--- config.mk ---
export PLATFORM = sky130hd
export DESIGN_NAME = adc_sample_averager_flat
export DESIGN_NICKNAME = d
export VERILOG_FILES = /design/src/rtl/adc_sample_averager_if.sv /design/src/rtl/adc_sample_averager.sv /design/src/flat_wrapper.sv
export SDC_FILE = /design/constraint.sdc
export NUM_CORES = 1
export LEC_CHECK = 0
export ABC_CLOCK_PERIOD_IN_PS = 3800
export CAP_MARGIN = 10
export CORE_AREA = 2 2 94 96
export CTS_BUF_LIST = sky130_fd_sc_hd__clkbuf_4 sky130_fd_sc_hd__clkbuf_8
export CTS_CLUSTER_SIZE = 14
export DETAILED_ROUTE_END_ITERATION = 7
export DIE_AREA = 0 0 96 98
export GPL_TIMING_DRIVEN = 0
export MAX_ROUTING_LAYER = met4
export PLACE_DENSITY = 0.78
export REMOVE_ABC_BUFFERS = 1
export SYNTH_ARGS = -nofsm -noshare
export SYNTH_HDL_FRONTEND = slang
export SYNTH_SLANG_ARGS = --single-unit
--- constraint.sdc ---
create_clock -name clk -period 3.8 [get_ports clk]
set_input_delay 1.14 -clock clk [delete_from_list [all_inputs] [get_ports clk]]
set_output_delay 1.14 -clock clk [all_outputs]
set_load 0.03 [all_outputs]
--- src/rtl/adc_sample_averager_if.sv ---
// ADC request/complete handshake between the sample averager (master) and the SPI ADC front end (slave).
interface adc_sample_averager_if;
  logic        adc_read;
  logic        adc_read_done;
  logic [11:0] adc_value;

  modport master (output adc_read, input adc_read_done, input adc_value);
  modport slave  (input adc_read, output adc_read_done, output adc_value);
endinterface

--- src/rtl/adc_sample_averager.sv ---
// Periodically requests ADC conversions, captures each sample and emits a block
// average of 2^LOG2_AVG samples with a threshold flag and a sticky conversion timeout.
module adc_sample_averager #(
  parameter int unsigned SAMPLE_PERIOD = 48000,
  parameter int unsigned LOG2_AVG      = 4,
  parameter int unsigned TIMEOUT       = 1024
) (
  input  logic                         clk,
  input  logic                         reset,
  input  logic                         enable,
  input  logic [11:0]                  threshold,
  adc_sample_averager_if.master        adc,
  output logic [11:0]                  sample,
  output logic                         sample_valid,
  output logic [11:0]                  avg_value,
  output logic                         avg_valid,
  output logic                         over_threshold,
  output logic                         timeout_err
);

  localparam int unsigned ACC_W = 12 + LOG2_AVG;
  localparam int unsigned CNT_W = LOG2_AVG + 1;
  localparam int unsigned PER_W = $clog2(SAMPLE_PERIOD + 1);
  localparam int unsigned TO_W  = $clog2(TIMEOUT + 1);

  typedef enum logic [1:0] {IDLE, REQUEST, RELEASE} state_t;

  state_t             state, state_next;
  logic               sync1, done_s, done_s_d, done_rise;
  logic [PER_W-1:0]   period_cnt;
  logic               tick;
  logic [TO_W-1:0]    to_cnt;
  logic               to_hit;
  logic [ACC_W-1:0]   acc, acc_sum;
  logic [CNT_W-1:0]   n_cnt;
  logic               block_done;
  logic [11:0]        avg_next;
  logic               read_req, capture, abort;

  assign done_rise  = done_s & ~done_s_d;
  assign tick       = (period_cnt == PER_W'(SAMPLE_PERIOD - 1));
  assign to_hit     = (to_cnt == TO_W'(TIMEOUT - 1));
  assign acc_sum    = acc + ACC_W'(adc.adc_value);
  assign avg_next   = 12'(acc_sum >> LOG2_AVG);
  assign block_done = (n_cnt == CNT_W'((1 << LOG2_AVG) - 1));
  assign adc.adc_read = read_req;

  always_ff @(posedge clk) begin
    if (reset) begin
      state    <= IDLE;
      sync1    <= 1'b0;
      done_s   <= 1'b0;
      done_s_d <= 1'b0;
    end else begin
      state    <= state_next;
      sync1    <= adc.adc_read_done;
      done_s   <= sync1;
      done_s_d <= done_s;
    end
  end

  // A completion wins over a timeout landing in the same cycle.
  always_comb begin
    state_next = state;
    read_req   = 1'b0;
    capture    = 1'b0;
    abort      = 1'b0;
    unique case (state)
      IDLE: begin
        if (tick && enable) state_next = REQUEST;
      end
      REQUEST: begin
        read_req = 1'b1;
        if (done_rise) begin
          capture    = 1'b1;
          state_next = RELEASE;
        end else if (to_hit) begin
          abort      = 1'b1;
          state_next = RELEASE;
        end
      end
      RELEASE: begin
        if (!done_s) state_next = IDLE;
      end
      default: state_next = IDLE;
    endcase
  end

  always_ff @(posedge clk) begin
    if (reset) begin
      period_cnt <= '0;
      to_cnt     <= '0;
    end else begin
      if (!enable || tick) period_cnt <= '0;
      else                 period_cnt <= period_cnt + PER_W'(1);
      if (state == IDLE)         to_cnt <= '0;
      else if (state == REQUEST) to_cnt <= to_cnt + TO_W'(1);
    end
  end

  always_ff @(posedge clk) begin
    if (reset) begin
      acc            <= '0;
      n_cnt          <= '0;
      sample         <= '0;
      sample_valid   <= 1'b0;
      avg_value      <= '0;
      avg_valid      <= 1'b0;
      over_threshold <= 1'b0;
      timeout_err    <= 1'b0;
    end else begin
      sample_valid <= 1'b0;
      avg_valid    <= 1'b0;
      if (capture) begin
        sample       <= adc.adc_value;
        sample_valid <= 1'b1;
        if (block_done) begin
          acc            <= '0;
          n_cnt          <= '0;
          avg_value      <= avg_next;
          avg_valid      <= 1'b1;
          over_threshold <= (avg_next >= threshold);
        end else begin
          acc   <= acc_sum;
          n_cnt <= n_cnt + CNT_W'(1);
        end
      end
      if (abort) timeout_err <= 1'b1;
    end
  end

endmodule

--- src/flat_wrapper.sv ---
// flat-port wrapper written by rule: the top's interface ports become plain ports
module adc_sample_averager_flat 
#(
  parameter int unsigned SAMPLE_PERIOD = 48000,
  parameter int unsigned LOG2_AVG      = 4,
  parameter int unsigned TIMEOUT       = 1024
)
  (clk, reset, enable, threshold, sample, sample_valid, avg_value, avg_valid, over_threshold, timeout_err, adc_adc_read, adc_adc_read_done, adc_adc_value);
  adc_sample_averager_if adc_i ();
  input  logic clk;
  input  logic reset;
  input  logic enable;
  input  logic [11:0] threshold;
  output logic [11:0] sample;
  output logic sample_valid;
  output logic [11:0] avg_value;
  output logic avg_valid;
  output logic over_threshold;
  output logic timeout_err;
  output wire logic [$bits(adc_i.adc_read)-1:0] adc_adc_read;
  input wire logic [$bits(adc_i.adc_read_done)-1:0] adc_adc_read_done;
  input wire logic [$bits(adc_i.adc_value)-1:0] adc_adc_value;
  assign adc_adc_read = adc_i.adc_read;
  assign adc_i.adc_read_done = adc_adc_read_done;
  assign adc_i.adc_value = adc_adc_value;
  adc_sample_averager #(.SAMPLE_PERIOD(SAMPLE_PERIOD), .LOG2_AVG(LOG2_AVG), .TIMEOUT(TIMEOUT)) u_core (.clk(clk), .reset(reset), .enable(enable), .threshold(threshold), .adc(adc_i), .sample(sample), .sample_valid(sample_valid), .avg_value(avg_value), .avg_valid(avg_valid), .over_threshold(over_threshold), .timeout_err(timeout_err));
endmodule
---- Word-level counts from Yosys, hierarchy flattened ----
Index checks and enable logic that the tools add are counted.
cells by class
  eq/ne operators ......................... 8
  reductions and logical operators ........ 9
  bitwise operators ....................... 3
  mux-type cells .......................... 15
  $lt $le $gt $ge ......................... 1
  add/subtract/negate cells ............... 4
operator list
  operator                                                                  number
  16-bit by 1-bit adder with 16-bit output (second input constant)          1
  16-bit by 12-bit adder with 16-bit output                                 1
  16-bit equality test (second input constant)                              1
  16-bit 2-to-1 mux                                                         1
  12-bit >= comparator                                                      1
  11-bit by 1-bit adder with 11-bit output (second input constant)          1
  11-bit by 10-bit equality test with 1-bit output (second input constant)  1
  1-bit 2-to-1 mux                                                          8
  2-bit 2-to-1 mux                                                          4
  2-bit case mux with 3 select lines                                        1
  2-bit OR reduction                                                        3
  5-bit by 1-bit adder with 5-bit output (second input constant)            1
  5-bit by 4-bit equality test with 1-bit output (second input constant)    1
  5-bit 2-to-1 mux                                                          1
  3-bit by 1-bit inequality test with 1-bit output (second input constant)  1
  3-bit AND reduction                                                       1
  2-bit by 1-bit equality test with 1-bit output (second input constant)    1
  2-bit equality test (second input constant)                               1
  2-bit zero test                                                           1
  2-bit by 1-bit inequality test with 1-bit output (second input constant)  1
  2-bit inequality test (second input constant)                             1
  1-bit inverter                                                            2
  2-bit AND reduction                                                       1
  1-bit bitwise AND                                                         1
  other kinds (3)                                                           3
word-level totals
  output and inout bits ................... 29
  register bits ........................... 81

---- Logic depth before layout (Yosys ltp) ----
Gate-level depths: netlist of the first run.
  depth after elaboration ................. 6
  gate-level depth with buffers ........... 14
  gate-level depth less buffers ........... 14

---- Worst setup path before layout of the first run ----
No wires, ideal clock.
  path type ............................... input -> register
  start ................................... in adc_adc_value[0]
  end ..................................... reg u_core.over_threshold
  setup time .............................. 0.070 ns
  path buffers ............................ 0
  data required time ...................... 3.730 ns
  slack ................................... 0.103 ns
  data arrival time ....................... 3.628 ns
  cell stages on the path ................. 12
  cell sequence ........................... ha_1 inv_1 fa_1 and2b_1 o211ai_2 a21oi_4 o41ai_2 nor2_1 ha_1 nand4_1 or4_1 a21oi_1
on the way
  cells in the longest elaborated chain, start to end .. 2
RTL lines
  what                                       line                        source
  start, declared                            flat_wrapper.sv:22          input wire logic [$bits(adc_i.adc_value)-1:0] adc_adc_value;
  16-bit by 12-bit adder with 16-bit output  adc_sample_averager.sv:43   assign acc_sum = acc + ACC_W'(adc.adc_value);
  via u_core.acc_sum[12]                     adc_sample_averager.sv:34   logic [ACC_W-1:0] acc, acc_sum;
  12-bit >= comparator                       adc_sample_averager.sv:122  over_threshold <= (avg_next >= threshold);
  end signal, assigned                       adc_sample_averager.sv:122
  end, declared                              adc_sample_averager.sv:17   output logic over_threshold,
The timed path passes the listed nets, and every way through them passes these cells.
A chain may end at the register's enable or synchronous reset.

---- Final worst setup path of the first run ----
  start ................................... in adc_adc_value[10]
  end ..................................... reg u_core.over_threshold
The elaborated chain is that of the path after synthesis.

==> results of run 1 <==
## worst paths after layout
check	from	to	slack, ps	cells after the start
setup / recovery	adc_adc_value[10]	u_core.over_threshold	90	13
setup reg to reg	u_core.acc[0]	u_core.over_threshold	740	13
hold / removal	u_core.sync1	u_core.done_s	450	1
hold reg to reg	u_core.sync1	u_core.done_s	450	1
## power groups by stage
| stage | clock network, uW | logic (uW) | registers, uW |
|---|---|---|---|
| 6_report | 631 | 120 | 852 |
| 5_1_grt | 673 | 131 | 853 |
| 4_1_cts | 640 | 109 | 852 |
| 3_5_place_dp | 0 | 106 | 872 |
| 3_3_place_gp | 0 | 100 | 872 |
| 2_1_floorplan | 0 | 51.7 | 872 |
## worst max-delay path: cells and delay by family
kind            cells  cell delay, ps
simple gates        4             720
compound gates      6             930
buf+inv             1             470
fa+ha+maj           2             690
## flip-flops by register name, indices dropped and copies added, names as in the netlist
name                   cells
u_core.done_s_d            1
u_core.period_cnt         16
u_core.n_cnt               5
u_core.sample_valid        1
u_core.state               2
u_core.done_s              1
u_core.avg_valid           1
u_core.over_threshold      1
u_core.acc                16
u_core.to_cnt             11
u_core.avg_value          12
u_core.timeout_err         1
u_core.sample             12
u_core.sync1               1
## per-layer routing
| layer | share of wire | routed length [um] |
|---|---|---|
| met1 | 0.45 | 4340 |
| met2 | 0.50 | 4820 |
| met3 | 0.040 | 385 |
| met4 | 0.013 | 123 |
| met5 | 0 | 0 |
## through the flow
stage          worst slack [ps]  total power [uW]  cells  hold WS, ps
5_1_grt                   -33.6              1660    678          472
3_3_place_gp               -680               972    643          438
2_1_floorplan               103               923    479          414
6_report                   87.7              1600    678          455
3_5_place_dp               -730               978    644          444
4_1_cts                    16.5              1600    671          457
## cells in the final DEF, fill, tap and decap left out, types with 4 or more instances in the layout
master and n:
sky130_fd_sc_hd__dfxtp_1 81, sky130_fd_sc_hd__nand2_1 61, sky130_fd_sc_hd__nor2_1 55, sky130_fd_sc_hd__clkdlybuf4s50_1 51, sky130_fd_sc_hd__a21oi_1 30, sky130_fd_sc_hd__nand3_1 24
sky130_fd_sc_hd__inv_1 21, sky130_fd_sc_hd__xor2_1 20, sky130_fd_sc_hd__ha_1 17, sky130_fd_sc_hd__buf_4 14, sky130_fd_sc_hd__xnor2_1 13, sky130_fd_sc_hd__nand4_1 11
sky130_fd_sc_hd__o21ai_0 10, sky130_fd_sc_hd__o211ai_1 9, sky130_fd_sc_hd__clkbuf_8 9, sky130_fd_sc_hd__and3_1 8, sky130_fd_sc_hd__a21o_1 8, sky130_fd_sc_hd__nor3_1 8
sky130_fd_sc_hd__a22oi_1 6, sky130_fd_sc_hd__ha_4 6, sky130_fd_sc_hd__nand2b_1 5, sky130_fd_sc_hd__a21oi_2 4, sky130_fd_sc_hd__o2111ai_1 4, sky130_fd_sc_hd__or3_1 4
sky130_fd_sc_hd__o31ai_1 4, sky130_fd_sc_hd__nor2b_1 4, sky130_fd_sc_hd__ha_2 4
## cell type report
cell class | instances | share of cell area
sequential | 81 | 0.302
multi-input combinational | 375 | 0.483
inverter | 23 | 0.0161
clock buffer | 11 | 0.0258
timing repair buffer | 75 | 0.137
clock inverter | 5 | 0.0105
tap | 108 | 0.0252
## logic make-up (layout without fill, tap and decap cells)
| logic type | Yosys count | after routing |
|---|---|---|
| and+or+nand+nor | 207 | 207 |
| muxes | 1 | 1 |
| AOI/OAI and AO/OA | 106 | 106 |
| buffers and inverters | 41 | 114 |
| DFF | 81 | 81 |
| xor gates and xnor gates | 33 | 33 |
| adders and majority gates | 28 | 28 |
## cells in the mapped netlist, drive strengths merged (6+ instances only)
master	count
a21o	8
inv	23
nand4	11
dfxtp	81
xnor2	13
o21ai	15
a211oi	6
buf	8
o211ai	12
xor2	20
ha	27
nand3	25
a21oi	37
nor3	9
clkbuf	10
nand2	61
nor2	56
a22oi	6
and3	8
## timing repair
| action | in CTS | in global routing |
|---|---|---|
| resized for setup | 17 | 26 |
| pin swaps | 12 | 16 |
| setup endpoints to repair | 1 | 1 |
| buffers inserted | 11 | 6 |
==> run summary, run 1 <==
==========================================================================================
Outcome                                                                       complete, no violations
DR WL/cell                                                                         14.3 um
Share of async-settable or async-resettable flops after synthesis                        0
Final Skew                                                                         8.24 ps
Synthesized instance count                                                             497
Number of hold violations in the final report                                            0
Vias                                                                                  3786
Synthesized-area fraction occupied by and/or/nand/nor cells                          0.241
Core region area                                                                 8470 um^2
Final period demand of the worst path                                              3710 ps
Global placer's final weighted congestion                                            0.876
Post-synthesis instance area                                                     4210 um^2
Kind of start point of the critical path                                         input pin
Top cell type's share of synthesized area                                            0.385
Combinational power share                                                            0.075
Synth cell types                                                                        63
Congestion Overflow GR                                                                   0
Psw                                                                                 376 uW
Max_slew headroom                                                                    0.338
Total power density per cell area                                              298 nW/um^2
Synth Area in XOR/XNOR                                                              0.0686
Vias per inst                                                                         5.58
Sequential cell fraction of total power                                              0.532
Ports                                                                                   57
Core Util, Final                                                                     0.635
CP most frequent cell                                                         sky130_fd_sc_hd__a21oi_2
H-tree levels                                                                            3
Detailed-router iteration count before antenna repair                                    4
Pint                                                                               1230 uW
Area growth from synthesis to layout                                                 27.6%
First-pass GRT wire length                                                         15.8 mm
Floorplan row count                                                                     34
Largest buffer count on any clock path                                                   2
Hold_buf cts                                                                             0
Sequence of cells on the critical path                                        clkdlybuf4s50_1 -> ha_2 -> nand4_1 -> a21oi_2 -> a211oi_4 -> or3_4 -> nand2_1 -> ha_1 -> a21oi_1 -> nor2b_1 -> o21ai_0 -> o211a_1 -> a21oi_2
Root cell of the clock tree                                                   sky130_fd_sc_hd__clkbuf_8
Wire length after detailed routing                                                 9.67 mm
Worst IR Drop VDD                                                               0.000235 V
Multi-input logic area                                                           2600 um^2
Port-buffer cells                                                                       56
Die X-Extent                                                                         96 um
Worst-Skew Late Latency                                                             350 ps
Starting DRC count in detailed routing                                                 137
Compound-gate portion of the synthesized area                                        0.179
Layout cell share with drive strength beyond 1                                       0.132
Clock edge transition at the registers on the reported setup and hold paths          80 ps
Cts bufs inserted                                                                        9
# setup viols final                                                                      0
Number of antenna violations at the first check in global routing                        0
Max-cap viol count                                                                       0
Die height                                                                           98 um
Pin count of the biggest net entering global routing                                    29
Nature of the critical path endpoint                                                  flop
Share of cell area taken by muxes after synthesis                                  0.00238
Post-DP HPWL                                                                       6.54 mm
Data required time at the worst endpoint                                           4040 ps
Peak-usage layer in the global routing report                                         met2
Worst endpoint data arrival time                                                   3950 ps
Top cells by area, synth                                                      sky130_fd_sc_hd__dfxtp_1 39%, sky130_fd_sc_hd__ha_1 8.0%, sky130_fd_sc_hd__nand2_1 5.4%, sky130_fd_sc_hd__nor2_1 4.9%, sky130_fd_sc_hd__a21oi_1 4.2%
GRT met3 Usage                                                                      0.0363
Global Route met1 Usage                                                              0.264
Worst setup path class                                                           in -> reg
Number of antenna-violating nets in the routed design                                    0
Flip-flop and latch count after synthesis                                               81
Summed negative setup slack over all endpoints                                        0 ps
Initial core utilization                                                             0.497
Overall die area                                                                 9410 um^2
Layout net count                                                                       621
Total routing usage reported by global routing                                       0.211
Final cycle utilization of the critical path                                         0.977
Part of the Yosys area used for sequential elements                                  0.385
Static leakage                                                                  0.00204 uW
Placed Instance Area                                                             4860 um^2
Power share of the clock group                                                       0.394
Critical path's slowest cell                                                  sky130_fd_sc_hd__clkdlybuf4s50_1
Fill count                                                                             694
Sw frac                                                                              0.235
Mean Syn Cell Area                                                               8.47 um^2
Adder and majority gate portion of the synthesized area                             0.0850
Pin slew with the least headroom to its limit                                       989 ps
Register cell area after layout                                                  1620 um^2
Post-synth EDFFs                                                                         0
Dominant combinational cell family by area after synthesis                    simple AND/OR/NAND/NOR gates
Via count of the first global-routing pass                                            3583
Synthesis warning total                                                                  0
# clock sinks                                                                           81
Area of all placed cells without fillers                                         5370 um^2
Most area-hungry cell type in the Yosys netlist                               sky130_fd_sc_hd__dfxtp_1
Remaining routing DRC violations                                                         0
Critical path fanouts, max                                                              10
TritonCTS clock tree                                                                  done
Fmax                                                                               269 MHz
Highest cell delay on the worst timing path                                         470 ps
Met2 Use GR                                                                          0.344
Antenna Cells                                                                            0
Predominant post-synthesis flop cell                                          sky130_fd_sc_hd__dfxtp_1
Final Slew Violations                                                                    0
Type of the worst min-delay path                                                reg -> reg
==========================================================================================
Power figures use the tool's default switching activity.
==> inputs of run 2 (changes only) <==
--- a/config.mk
+++ b/config.mk
@@ -9,6 +9,7 @@
 export CAP_MARGIN = 10
 export CORE_AREA = 2 2 94 96
 export CTS_BUF_LIST = sky130_fd_sc_hd__clkbuf_4 sky130_fd_sc_hd__clkbuf_8
+export CTS_CLUSTER_DIAMETER = 200
 export CTS_CLUSTER_SIZE = 14
 export DETAILED_ROUTE_END_ITERATION = 7
 export DIE_AREA = 0 0 96 98
==> results of run 2 <==
Final layout, timing and power as in run 1 (identical DEF).
==> inputs of run 3 (changes only) <==
--- a/config.mk
+++ b/config.mk
@@ -6,7 +6,6 @@
 export NUM_CORES = 1
 export LEC_CHECK = 0
 export ABC_CLOCK_PERIOD_IN_PS = 3800
-export CAP_MARGIN = 10
 export CORE_AREA = 2 2 94 96
 export CTS_BUF_LIST = sky130_fd_sc_hd__clkbuf_4 sky130_fd_sc_hd__clkbuf_8
 export CTS_CLUSTER_DIAMETER = 200
@@ -20,3 +19,4 @@
 export SYNTH_ARGS = -nofsm -noshare
 export SYNTH_HDL_FRONTEND = slang
 export SYNTH_SLANG_ARGS = --single-unit
+export TNS_END_PERCENT = 1
==> run summary, run 3 (synthesized netlist as in run 1, its figures left out) <==
==========================================================================================
Number of buffers and inverters on the critical path                                     2
Wire length after detailed routing                                                 10.0 mm
Worst IR Drop VDD                                                               0.000265 V
Post-DP HPWL                                                                       6.52 mm
Number of cells in the design after placement                                          643
Largest buffer count on any clock path                                                   2
Kind of start point of the critical path                                         input pin
Number of antenna-violating nets in the routed design                                    0
Worst Hold Depth                                                                         1
Total power density per cell area                                              316 nW/um^2
Static leakage                                                                  0.00205 uW
Core region area                                                                 8470 um^2
Nature of the critical path endpoint                                                  flop
Final Skew                                                                         11.6 ps
Floorplan row count                                                                     34
Antenna Cells                                                                            0
Layout cell share with drive strength beyond 1                                       0.122
Remaining routing DRC violations                                                         0
Number of hold violations in the final report                                            0
Final period demand of the worst path                                              3710 ps
Type of the worst min-delay path                                                reg -> reg
Via count of the first global-routing pass                                            3601
Core Util, Final                                                                     0.634
# clock sinks                                                                           81
Max-cap viol count                                                                       0
Worst-Skew Late Latency                                                             350 ps
Initial core utilization                                                             0.497
Outcome                                                                       complete, no violations
Final cycle utilization of the critical path                                         0.978
Root cell of the clock tree                                                   sky130_fd_sc_hd__clkbuf_8
Overall die area                                                                 9410 um^2
Detailed-router iteration count before antenna repair                                    4
Pin count of the biggest net entering global routing                                    39
TritonCTS clock tree                                                                  done
Vias                                                                                  3806
Startpoint of the worst setup timing path                                     adc_adc_value[0]
DR WL/cell                                                                         14.9 um
Congestion Overflow GR                                                                   0
Final Slew Violations                                                                    0
Clock edge transition at the registers on the reported setup and hold paths          80 ps
Most used cells in the layout excluding fill and tap cells                    81 x sky130_fd_sc_hd__dfxtp_1, 61 x sky130_fd_sc_hd__nand2_1, 55 x sky130_fd_sc_hd__nor2_1
Depth of the worst register-to-register path                                            12
Hold-critical path endpoint                                                   u_core.done_s
Highest cell delay on the worst timing path                                         450 ps
Port-buffer cells                                                                       56
Worst path top cell family by delay                                           simple AND/OR/NAND/NOR gates
Data required time at the worst endpoint                                           4080 ps
Critical path fanouts, max                                                               4
Number of antenna violations at the first check in global routing                        0
First-pass GRT wire length                                                         15.8 mm
Pin slew with the least headroom to its limit                                      1230 ps
Die height                                                                           98 um
Registers with the highest flip-flop counts                                   u_core.acc (16), u_core.period_cnt (16)
Most frequent standard cell in the layout excluding fill and tap cells        sky130_fd_sc_hd__dfxtp_1
Vias per inst                                                                         5.66
Cts bufs inserted                                                                        9
Sequence of cells on the critical path                                        dlygate4sd2_1 -> ha_2 -> inv_1 -> fa_2 -> and2b_2 -> o211ai_4 -> a211oi_2 -> or2_1 -> xnor2_1 -> ha_1 -> nand4_1 -> or4_4 -> a21oi_2
Critical path's slowest cell                                                  sky130_fd_sc_hd__or4_4
Fmax                                                                               269 MHz
Die X-Extent                                                                         96 um
Reg-to-reg startpoint                                                         u_core.acc[0]
Non-filler cells, final                                                                673
Hold_buf cts                                                                             0
Layout net count                                                                       616
Reg-to-reg slack, setup                                                             760 ps
Total routing usage reported by global routing                                       0.213
# setup viols final                                                                      0
Worst endpoint data arrival time                                                   3990 ps
Max_slew headroom                                                                    0.172
End of the worst register-to-register path                                    u_core.over_threshold
Global placer's final weighted congestion                                            0.876
H-tree levels                                                                            3
Worst setup path class                                                           in -> reg
Starting DRC count in detailed routing                                                 123
Start point of the worst min-delay path                                       u_core.sync1
Area growth from synthesis to layout                                                 27.5%
Ports                                                                                   57
==========================================================================================
## run 3: changes by cell type in the layout (fill, tap and decap cells not counted), sizes merged
cell,change
buf,-4
bufinv,+1
clkbuf,+1
clkdlybuf4s15,-1
clkdlybuf4s50,-4
clkinv,-3
clkinvlp,+1
dlygate4sd2,+1
dlymetal6s2s,+3
## run 3: routing by layer
metal,wire [um],share of wire,global-route usage,vias up
li1,-,-,-,1884
met1,4450,0.44,0.268,1818
met2,4990,0.50,0.345,82
met3,362,0.036,0.0340,22
met4,244,0.024,0.0714,0
met5,0,0,-,-
## run 3: cell type report
type	instances	area [um^2]
fill	694	3100
multi-input combinational	375	2620
sequential	81	1620
timing repair buffer	70	673
clock buffer	12	159
tap	108	135
inverter	23	86.3
clock inverter	4	75.1
## run 3: power by group
part           internal, uW  total, uW  switching, uW
Clock                   414        725            312
Sequential              850        852           2.00
Combinational          58.6        121           62.2
Total                  1320       1700            376
## run 3: timing repair
item | CTS | global route
setup buffers | 5 | 9
resized for setup | 18 | 28
pin swaps | 11 | 18
hold endpoints to repair | 0 | 0
endpoints found under the setup margin | 12 | 1
## run 3: how the worst max path moves through the flow
stage	cells after the start	slack (ps)	end
after floorplan	12	100	u_core.over_threshold
after global placement	13	-680	u_core.over_threshold
after detailed placement	13	-720	u_core.over_threshold
after CTS	11	0.3	u_core.over_threshold
after global routing	13	-10	u_core.over_threshold
final	13	90	u_core.over_threshold
## run 3: through the flow
step,setup TNS [ps],setup slack [ps],total power [uW],instance area [um^2],hold slack (ps)
6_report,0,85.3,1700,5370,449
5_1_grt,-13.6,-13.6,1760,5370,483
4_1_cts,0,0.259,1690,5170,457
3_5_place_dp,-12770,-724,974,4830,433
3_3_place_gp,-11270,-680,972,4830,438
2_1_floorplan,0,103,923,4130,414
